--- src/rtl/bq_pkg.sv ---
// Shared constants and helpers for the biquad decimating output stage.
// Default configuration plus the derived widths the stage is built around.
package bq_pkg;

  localparam int unsigned DATAWIDTH_DEF  = 16;
  localparam int unsigned OUTWIDTH_DEF   = 8;
  localparam int unsigned DECIM_LOG2_DEF = 2;
  localparam int unsigned FIFO_DEPTH_DEF = 4;

  localparam int unsigned N    = 1 << DECIM_LOG2_DEF;
  localparam int unsigned ACCW = DATAWIDTH_DEF + DECIM_LOG2_DEF;
  localparam int unsigned LVLW = $clog2(FIFO_DEPTH_DEF) + 1;

  // Half of the group size, so the later arithmetic shift rounds half up.
  function automatic int unsigned rnd_const(int unsigned decim_log2);
    return (decim_log2 > 0) ? (32'd1 << (decim_log2 - 1)) : 32'd0;
  endfunction

endpackage

--- src/rtl/bq_sync_fifo.sv ---
// Single-clock first-word-fall-through FIFO with explicit level counter.
// Head word reads as zero while empty; pop on empty is ignored.
module bq_sync_fifo
  import bq_pkg::*;
#(
  parameter int unsigned DATA_W = 8,
  parameter int unsigned DEPTH  = 4
) (
  input  logic                       clk_i,
  input  logic                       rst_ni,
  input  logic                       push_i,
  input  logic [DATA_W-1:0]          wdata_i,
  input  logic                       pop_i,
  output logic [DATA_W-1:0]          rdata_o,
  output logic                       full_o,
  output logic                       empty_o,
  output logic [$clog2(DEPTH):0]     level_o
);

  localparam int unsigned PtrW = $clog2(DEPTH);
  localparam int unsigned LvlW = PtrW + 1;

  logic [DATA_W-1:0] mem_q [DEPTH];
  logic [PtrW-1:0]   wr_ptr_q, wr_ptr_d;
  logic [PtrW-1:0]   rd_ptr_q, rd_ptr_d;
  logic [LvlW-1:0]   level_q, level_d;
  logic              push_eff, pop_eff;

  always_comb begin
    empty_o  = (level_q == '0);
    full_o   = (level_q == LvlW'(DEPTH));
    pop_eff  = pop_i & ~empty_o;
    // A push into a full FIFO only lands if a slot frees in the same cycle.
    push_eff = push_i & (~full_o | pop_eff);

    wr_ptr_d = wr_ptr_q;
    rd_ptr_d = rd_ptr_q;
    level_d  = level_q;
    if (push_eff) wr_ptr_d = wr_ptr_q + PtrW'(1);
    if (pop_eff)  rd_ptr_d = rd_ptr_q + PtrW'(1);
    if (push_eff && !pop_eff) level_d = level_q + LvlW'(1);
    if (pop_eff && !push_eff) level_d = level_q - LvlW'(1);

    rdata_o = empty_o ? '0 : mem_q[rd_ptr_q];
    level_o = level_q;
  end

  always_ff @(posedge clk_i) begin
    if (!rst_ni) begin
      wr_ptr_q <= '0;
      rd_ptr_q <= '0;
      level_q  <= '0;
    end else begin
      wr_ptr_q <= wr_ptr_d;
      rd_ptr_q <= rd_ptr_d;
      level_q  <= level_d;
    end
  end

  always_ff @(posedge clk_i) begin
    if (rst_ni && push_eff) mem_q[wr_ptr_q] <= wdata_i;
  end

endmodule

--- src/rtl/bq_decim_out.sv ---
// Biquad output stage: averages groups of 2^DECIM_LOG2 samples, keeps the upper
// OUTWIDTH bits of the rounded mean and queues them toward a valid/ready consumer.
module bq_decim_out
  import bq_pkg::*;
#(
  parameter int unsigned DATAWIDTH  = DATAWIDTH_DEF,
  parameter int unsigned OUTWIDTH   = OUTWIDTH_DEF,
  parameter int unsigned DECIM_LOG2 = DECIM_LOG2_DEF,
  parameter int unsigned FIFO_DEPTH = FIFO_DEPTH_DEF
) (
  input  logic                          bq_clk_i,
  input  logic                          nreset,
  input  logic                          enable_i,
  input  logic                          valid_i,
  input  logic [DATAWIDTH-1:0]          y_i,
  output logic [OUTWIDTH-1:0]           y_o,
  output logic                          y_valid_o,
  input  logic                          y_ready_i,
  output logic [$clog2(FIFO_DEPTH):0]   fifo_level_o,
  output logic                          overflow_o,
  input  logic                          clr_ovf_i
);

  localparam int unsigned GrpN = 1 << DECIM_LOG2;
  localparam int unsigned AccW = DATAWIDTH + DECIM_LOG2;
  localparam int unsigned CntW = (DECIM_LOG2 > 0) ? DECIM_LOG2 : 1;
  localparam logic signed [AccW-1:0] RndC    = AccW'(rnd_const(DECIM_LOG2));
  localparam logic        [CntW-1:0] CntLast = CntW'(GrpN - 1);

  logic signed [DATAWIDTH-1:0] y_s;
  logic signed [AccW-1:0]      acc_q, acc_d;
  logic signed [AccW-1:0]      y_ext, sum, sum_rnd;
  logic [CntW-1:0]             cnt_q, cnt_d;
  logic                        ovf_q, ovf_d;
  logic                        accept, push, pop, fifo_full, fifo_empty;
  logic [OUTWIDTH-1:0]         word;
  logic                        unused_lsb;

  always_comb begin
    y_s     = y_i;
    y_ext   = AccW'(y_s);
    sum     = acc_q + y_ext;
    // Group sums never exceed AccW signed range, even with the rounding term.
    sum_rnd = sum + RndC;
    // Upper OUTWIDTH bits of (sum_rnd >>> DECIM_LOG2), taken without shifting.
    word    = sum_rnd[DATAWIDTH+DECIM_LOG2-1 -: OUTWIDTH];

    accept = enable_i & valid_i;
    push   = accept & (cnt_q == CntLast);
    pop    = y_valid_o & y_ready_i;

    acc_d = acc_q;
    cnt_d = cnt_q;
    if (!enable_i) begin
      acc_d = '0;
      cnt_d = '0;
    end else if (push) begin
      acc_d = '0;
      cnt_d = '0;
    end else if (accept) begin
      acc_d = sum;
      cnt_d = cnt_q + CntW'(1);
    end

    ovf_d = ovf_q;
    if (push && fifo_full && !pop) ovf_d = 1'b1;
    else if (clr_ovf_i)            ovf_d = 1'b0;
  end

  assign unused_lsb = ^sum_rnd[DATAWIDTH+DECIM_LOG2-OUTWIDTH-1:0];

  always_ff @(posedge bq_clk_i) begin
    if (!nreset) begin
      acc_q <= '0;
      cnt_q <= '0;
      ovf_q <= 1'b0;
    end else begin
      acc_q <= acc_d;
      cnt_q <= cnt_d;
      ovf_q <= ovf_d;
    end
  end

  bq_sync_fifo #(
    .DATA_W (OUTWIDTH),
    .DEPTH  (FIFO_DEPTH)
  ) u_fifo (
    .clk_i   (bq_clk_i),
    .rst_ni  (nreset),
    .push_i  (push),
    .wdata_i (word),
    .pop_i   (pop),
    .rdata_o (y_o),
    .full_o  (fifo_full),
    .empty_o (fifo_empty),
    .level_o (fifo_level_o)
  );

  assign y_valid_o  = ~fifo_empty;
  assign overflow_o = ovf_q;

endmodule
--- config.mk ---
export PLATFORM = sky130hd
export DESIGN_NAME = bq_decim_out
export DESIGN_NICKNAME = d
export VERILOG_FILES = /design/src/rtl/bq_pkg.sv /design/src/rtl/bq_sync_fifo.sv /design/src/rtl/bq_decim_out.sv
export SDC_FILE = /design/constraint.sdc
export NUM_CORES = 1
export LEC_CHECK = 0
export CORE_AREA = 2 2 81 83
export DETAILED_ROUTE_END_ITERATION = 12
export DIE_AREA = 0 0 83 85
export HOLD_SLACK_MARGIN = 0.08
export PLACE_DENSITY_LB_ADDON = 0.2
export REMOVE_ABC_BUFFERS = 1
export SLEW_MARGIN = 10
export SYNTH_ARGS = -nofsm -noshare
export SYNTH_HDL_FRONTEND = slang
export SYNTH_HIERARCHICAL = 1
export SYNTH_SLANG_ARGS = --single-unit
--- constraint.sdc ---
create_clock -name bq_clk_i -period 9.1 [get_ports bq_clk_i]
set_clock_uncertainty 0.1 [all_clocks]
set_input_delay 1.365 -clock bq_clk_i [delete_from_list [all_inputs] [get_ports bq_clk_i]]
set_output_delay 1.365 -clock bq_clk_i [all_outputs]
set_load 0.01 [all_outputs]
# --- Yosys cells after proc, flatten, opt, wreduce, memory -nomap -nowiden ---
# Memory sizes are Yosys's and may differ from the RTL's. A register that Yosys moved wholly into a read port is not among the register bits.
# Index checks and enable logic that the tools add are counted.
totals:
  register_bits: 28
  out_inout_bits: 13
  wordCells: 47
  mem_bits_rw: 32
  n_memories: 1
memory_table:
  columns: ["name", "words", "width", "rd", "rd_clocked_by_memory_dff", "wr", "line_no", "text"]
  rows:
  - ["u_fifo.mem_q", 4, 8, 1, 1, 1, "bq_sync_fifo.sv:23", "logic [DATA_W-1:0] mem_q [DEPTH];"]
classes:
  addsub: 7
  eq_ne: 2
  bitwise_logic: 10
  muxes: 9
  n_reduce_logical: 12
op_table:
  columns: ["operator", "count"]
  rows:
  - ["$add 18x16->18", 1]
  - ["$add 18x3->18 const B", 1]
  - ["$mux 8", 1]
  - ["$add 2x1->2 const B", 3]
  - ["$mux 3", 2]
  - ["$and 1x1->1", 5]
  - ["$logic_and 1x1->1", 5]
  - ["$mux 1", 4]
  - ["$mux 2", 2]
  - ["$not 1->1", 4]
  - ["$reduce_bool 2->1", 2]
  - ["$add 3x1->3 const B", 1]
  - ["$eq 3x3->1 const B", 1]
  - ["$logic_not 1->1", 3]
  - ["$logic_not 3->1", 1]
  - ["$reduce_or 3->1", 1]
  - ["$sub 3x1->3 const B", 1]
  - ["$eq 2x2->1 const B", 1]
  - ["$or 1x1->1", 1]

# --- Depth between registers and ports, before layout ---
logic_depth:
  ltp_word: 9
  depth_mapped: 12
  mapped_depth_nobuf: 10

# --- Hierarchy ---
# The synthesis kept the hierarchy.
modules_own_cells:
  columns: ["mod", "cells_each", "area_each_um2", "instances"]
  rows:
  - ["bq_decim_out", 229, 1873.0, 1]
  - ["bq_sync_fifo", 116, 1774.2, 1]

# --- Worst setup path before layout ---
# Ideal clock, no wire load.
synth_timing:
  path_type: "in2reg"
  from: "input port y_i[0]"
  to: "memory u_fifo.mem_q[0][5] (data pin)"
  path_stages: 10
  slack_ns: 4.868
  required_time_ns: 8.719
  n_path_buf: 0
  arrival_time_ns: 3.851
  setup_time_ns: 0.281
  cell_sequence: "ha_1 fa_1 a211o_2 a41oi_4 a21oi_2 xnor2_1 nor4_4 nand4_4 nor3_1 xnor2_1"
synth_between:
  elab_chain_cells: 2
synth_rtl:
  columns: ["element", "line_no", "text"]
  rows:
  - ["start, declared", "bq_decim_out.sv:15", "input logic [DATAWIDTH-1:0] y_i,"]
  - ["$add 18x16->18", "bq_decim_out.sv:42", "sum = acc_q + y_ext;"]
  - ["$add 18x3->18", "bq_decim_out.sv:44", "sum_rnd = sum + RndC;"]
  - ["net sum_rnd[15]", "bq_decim_out.sv:32", "logic signed [AccW-1:0] y_ext, sum, sum_rnd;"]
  - ["end, declared", "bq_sync_fifo.sv:23", null]
# The timed path passes the listed nets, and every way through them passes these cells.

# --- Worst setup path in the final report ---
layout_timing:
  from: "input port y_i[0]"
  to: "memory u_fifo.mem_q[1][5] (data pin)"
# Same word-level chain as after synthesis.

==> results.md <==
- The portion of total power attributed to sequential cells is 49.6%.
- The cell count after synthesis came out at approximately 350.
- The all-layer global routing usage is a little over a fifth.
- The DRC violation count after routing is 0.
- Per report_power, the clock group accounts for approximately 38% of the total.
- For this block, the routed nets add up to just under 7000 um of wire.
- The iteration count of the initial detailed-routing pass is 4.
- The data required time of the worst path is ~9.0 ns.
- The register bit total from synthesis is 62.
- The global route total overflow is 0.
- The setup slack on the worst flop-to-flop path is 5.66 ns.
- The total count of hold-check failures in the final report came to 0.
- Once detail routing completed, the nets flagged for antenna violations numbered 0.
- The final critical path takes up between 50% and 60% of the cycle.
- Derived from the worst setup path, the maximum achievable clock frequency is about 220 MHz.
- The number of nets in the final layout is approximately 420.
- The maximum number of pins on one net before global-route repair is 23.
- Measured along the y axis, the die boundary spans between 80 and 90 um.
- The die covers 0.00706 mm^2.
- Power spread over the standard cell area amounts to 144 mW/mm^2.
- The clock passes through at most 2 buffers.
- The worst hold path belongs to the class register to register.
- Of the post-synthesis cell area, the dominant cell type holds 26.3%.
- The worst-case IR drop observed on VDD is 0.0000963 V.
- The antenna cell count is 0.
- Summing all multi-input logic gate instances after layout gives 0.00197 mm^2.
- For the finished layout, the period the worst path requires is roughly 4.6 ns.
- In this run the critical register-to-register path is captured at u_fifo/mem_q[1][5].
- By area the synthesized netlist is led by edfxtp_1 26%, dfxtp_1 16%, ha_1 7.5%, mux4_2 4.9%, xnor2_1 3.6%.
- The number of cell instances on the worst register-to-register path is 10.
- The tree built by TritonCTS fans out to 62 sinks.
- The top-level port count is 35.
- The sequential cells in the finished layout cover a total of 0.00156 mm^2.
- The number of enable flip-flop cells after synthesis is 32.
- In this run, CTS created clock tree buffers numbering 9.
- The global-route wire length before repair is about 12000 um.
- The total setup violations reported at the end of the flow is 0.
- The logic gate share of total power is 12.3%.
- The kind of critical path is input port to register.
- Using the TritonRoute via totals, the vias-per-cell ratio works out to roughly 5.8.
- The via count of the first global-routing pass came to about 2.5k.
- The analysis attributes to net switching a power of about 150 uW.
- The number of antenna violations at the first check in global routing was 0.
- The count of max-cap constraint violations is 0.
- The post-synthesis to final-layout area growth is 15.3%.
- Summed over all nets, the half-perimeter wirelength after detailed placement is approximately 5000 um.
- The horizontal extent of the die is a little over 80 um.
- The flow ran to the end, and the final reports show no timing, DRC or antenna violations.
- The startpoint of the most critical setup path is y_i[0].
- The H-tree was split into 3 levels.
- The internal power of the cells is roughly 460 uW.
- The top flip-flop cell by instance count after synthesis is edfxtp_1.
- The number of pins with negative max-slew slack in the final report came to 0.
- The post-cts gate resize count is 0.
- The root buffer selected by CTS is clkbuf_8.
- The count of filler cells inserted in the layout is ~480.
- The cell area after synthesis is between 0.003 and 0.004 mm^2.
- At the later pin of the worst-skew pair, clock insertion delay measures between 0.3 and 0.4 ns.
- The leakage power figure is between 1.5 and 2 nW.
- For the pin with the worst max-slew slack, the measured transition is between 0.8 and 0.9 ns.
- The average instance in the mapped netlist occupies between 10 and 15 um^2.
- The number of library cell types mapped by synthesis is 57.
- The net switching fraction of the power is between 20% and 30%.
- In this run the critical register-to-register path is launched from acc_q[0].
- After detailed routing, the average wire length per cell comes to roughly 15 um.
- The startpoint class of the critical path is an input port.
- The final instance area is approximately 0.0042 mm^2.
- Setup repair after global routing left no endpoint under its margin.
- The worst setup path is captured at a register.
- Port buffering added 34 buffers.
- Clock-pin slew was measured on the worst setup and hold paths at approximately 0.07 ns.
- Following the worst setup path forward leads to its endpoint at u_fifo/mem_q[1][5].
- At the end of routability-driven placement, the weighted congestion stood at approximately 0.85.
- The post-route netlist has between 10% and 20% of its cells at a drive strength greater than 1.
- The Yosys step of the flow raised 6 warnings.
- The standard cell area after detailed placement is 0.00402 mm^2.
- The leading area contributor after synthesis is edfxtp_1.
- TritonCTS built the clock tree.
- The number of placement rows is 29.
- At the end of the flow the core is filled with cells to 67.8%.
- The worst-path maximum fanout is 5.
- The core region is roughly 0.0062 mm^2.
- The arrival time at the worst endpoint is 4.56 ns.
- The buffer count from post-CTS setup fixing is 0.
- The worst pin sits at a relative slew slack of between 40% and 50%.
- Of the synthesized area, sequential elements account for 42.8%.
- The initial cell density of the core is between 50% and 60%.
- The routed layout has around 2.7k vias.
- For this run, asynchronously set or reset flops after synthesis account for 0%.
- The number of buffers inserted for hold repair after clock tree synthesis is 0.
- For the final routed database, the setup TNS stands at 0 ns.
- After the first detailed-routing iteration, the DRC count stood at around 120.
## cell families after synthesis
group / share of synthesized area [%]
flip-flops: 42.8
AND/OR/NAND/NOR: 16.9
AO/OA/AOI/OAI: 16.0
multiplexers: 5.21
XOR/XNOR: 7.10
buffers and inverters: 3.29
adder cells (fa/ha/maj): 8.64
## area by class of cell
cell class	instances	area share, %
sequential	62	37.1
multi-input combinational	255	46.7
inverter	16	1.43
clock inverter	4	1.13
timing repair buffer	34	8.09
clock buffer	12	3.21
tap	77	2.29
## synthesized netlist by cell type (9+ instances only)
| master | count |
|---|---|
| ha_1 | 22 |
| nand3_1 | 9 |
| dfxtp_1 | 30 |
| o21ai_0 | 9 |
| edfxtp_1 | 32 |
| xor2_1 | 9 |
| a211oi_1 | 10 |
| nand2_1 | 31 |
| xnor2_1 | 15 |
| a21oi_1 | 24 |
| nor2_1 | 34 |
| inv_1 | 16 |
## power by group through the flow
stage,clock network [mW],registers (mW),logic [mW]
final,0.230,0.300,0.0746
after global routing,0.244,0.301,0.0831
after CTS,0.234,0.300,0.0745
after detailed placement,0,0.307,0.0739
after global placement,0,0.306,0.0720
after floorplan,0,0.306,0.0520
## layer usage
layer  vias up  part of all wire [%]  global-route usage (%)
met5         -                     0                       0
met4         0                   1.1                    6.86
met3        11                   4.6                    4.38
met2        67                    49                    35.5
met1      1262                    45                    27.4
li1       1324                     -                       -
## how the worst min path moves through the flow
| stage | depth (start not counted) | from | slack, ns | to |
|---|---|---|---|---|
| after floorplan | 2 | acc_q[6] | 0.34 | acc_q[6] |
| after global placement | 2 | acc_q[6] | 0.34 | acc_q[6] |
| after detailed placement | 2 | acc_q[12] | 0.35 | acc_q[12] |
| after CTS | 2 | acc_q[12] | 0.36 | acc_q[12] |
| after global routing | 2 | acc_q[6] | 0.39 | acc_q[6] |
| final | 2 | acc_q[12] | 0.36 | acc_q[12] |
## layout by cell type, fill, tap and decap left out, types with 2 or more instances in the layout
master and count:
inv_1 16, a21o_1 3, o211ai_1 3, clkbuf_1 3, nand3_1 9, nand2_1 31
mux4_2 8, o31ai_1 3, nor4_1 3, a211oi_1 10, nor2b_1 5, a211oi_2 2
xor2_1 9, and2_2 4, xnor2_1 15, and2_1 5, o41ai_2 2, clkdlybuf4s50_1 34
nor2_1 34, and3_1 7, o21a_1 4, a21oi_1 24, clkbuf_8 9, nor3_1 8
or2_2 2, a21oi_2 2, fa_1 2, a221oi_1 2, nand2b_1 4, xnor2_2 2
clkinv_2 2, edfxtp_1 32, ha_1 22, o21ai_0 9, dfxtp_1 30
## registers in the layout, summed over array words and instances (netlist names), named ones only
name and cells:
overflow_o 1, cnt_q 2, u_fifo/level_o 3, u_fifo/rd_ptr_q 2
u_fifo/wr_ptr_q 2, acc_q 18, u_fifo/mem_q 32
## per-stage QoR
step	instances	power [mW]	worst slack, ns	hold WS, ns
finish	460	0.605	4.48	0.361
global route	460	0.628	4.27	0.391
CTS	460	0.609	4.48	0.363
detailed placement	444	0.380	4.13	0.354
global placement	444	0.378	4.30	0.345
floorplan	333	0.358	4.87	0.336
## worst max-delay path: stages
cell and delay [ns]:
clkdlybuf4s50_1 0.43, ha_1 0.25, fa_1 0.42, a211o_2 0.39, a41oi_4 0.30, a21oi_2 0.09
xnor2_1 0.18, nor4_4 0.44, nand4_4 0.17, nor3_1 0.32, xnor2_1 0.19
(Power assumes the default switching activity.)
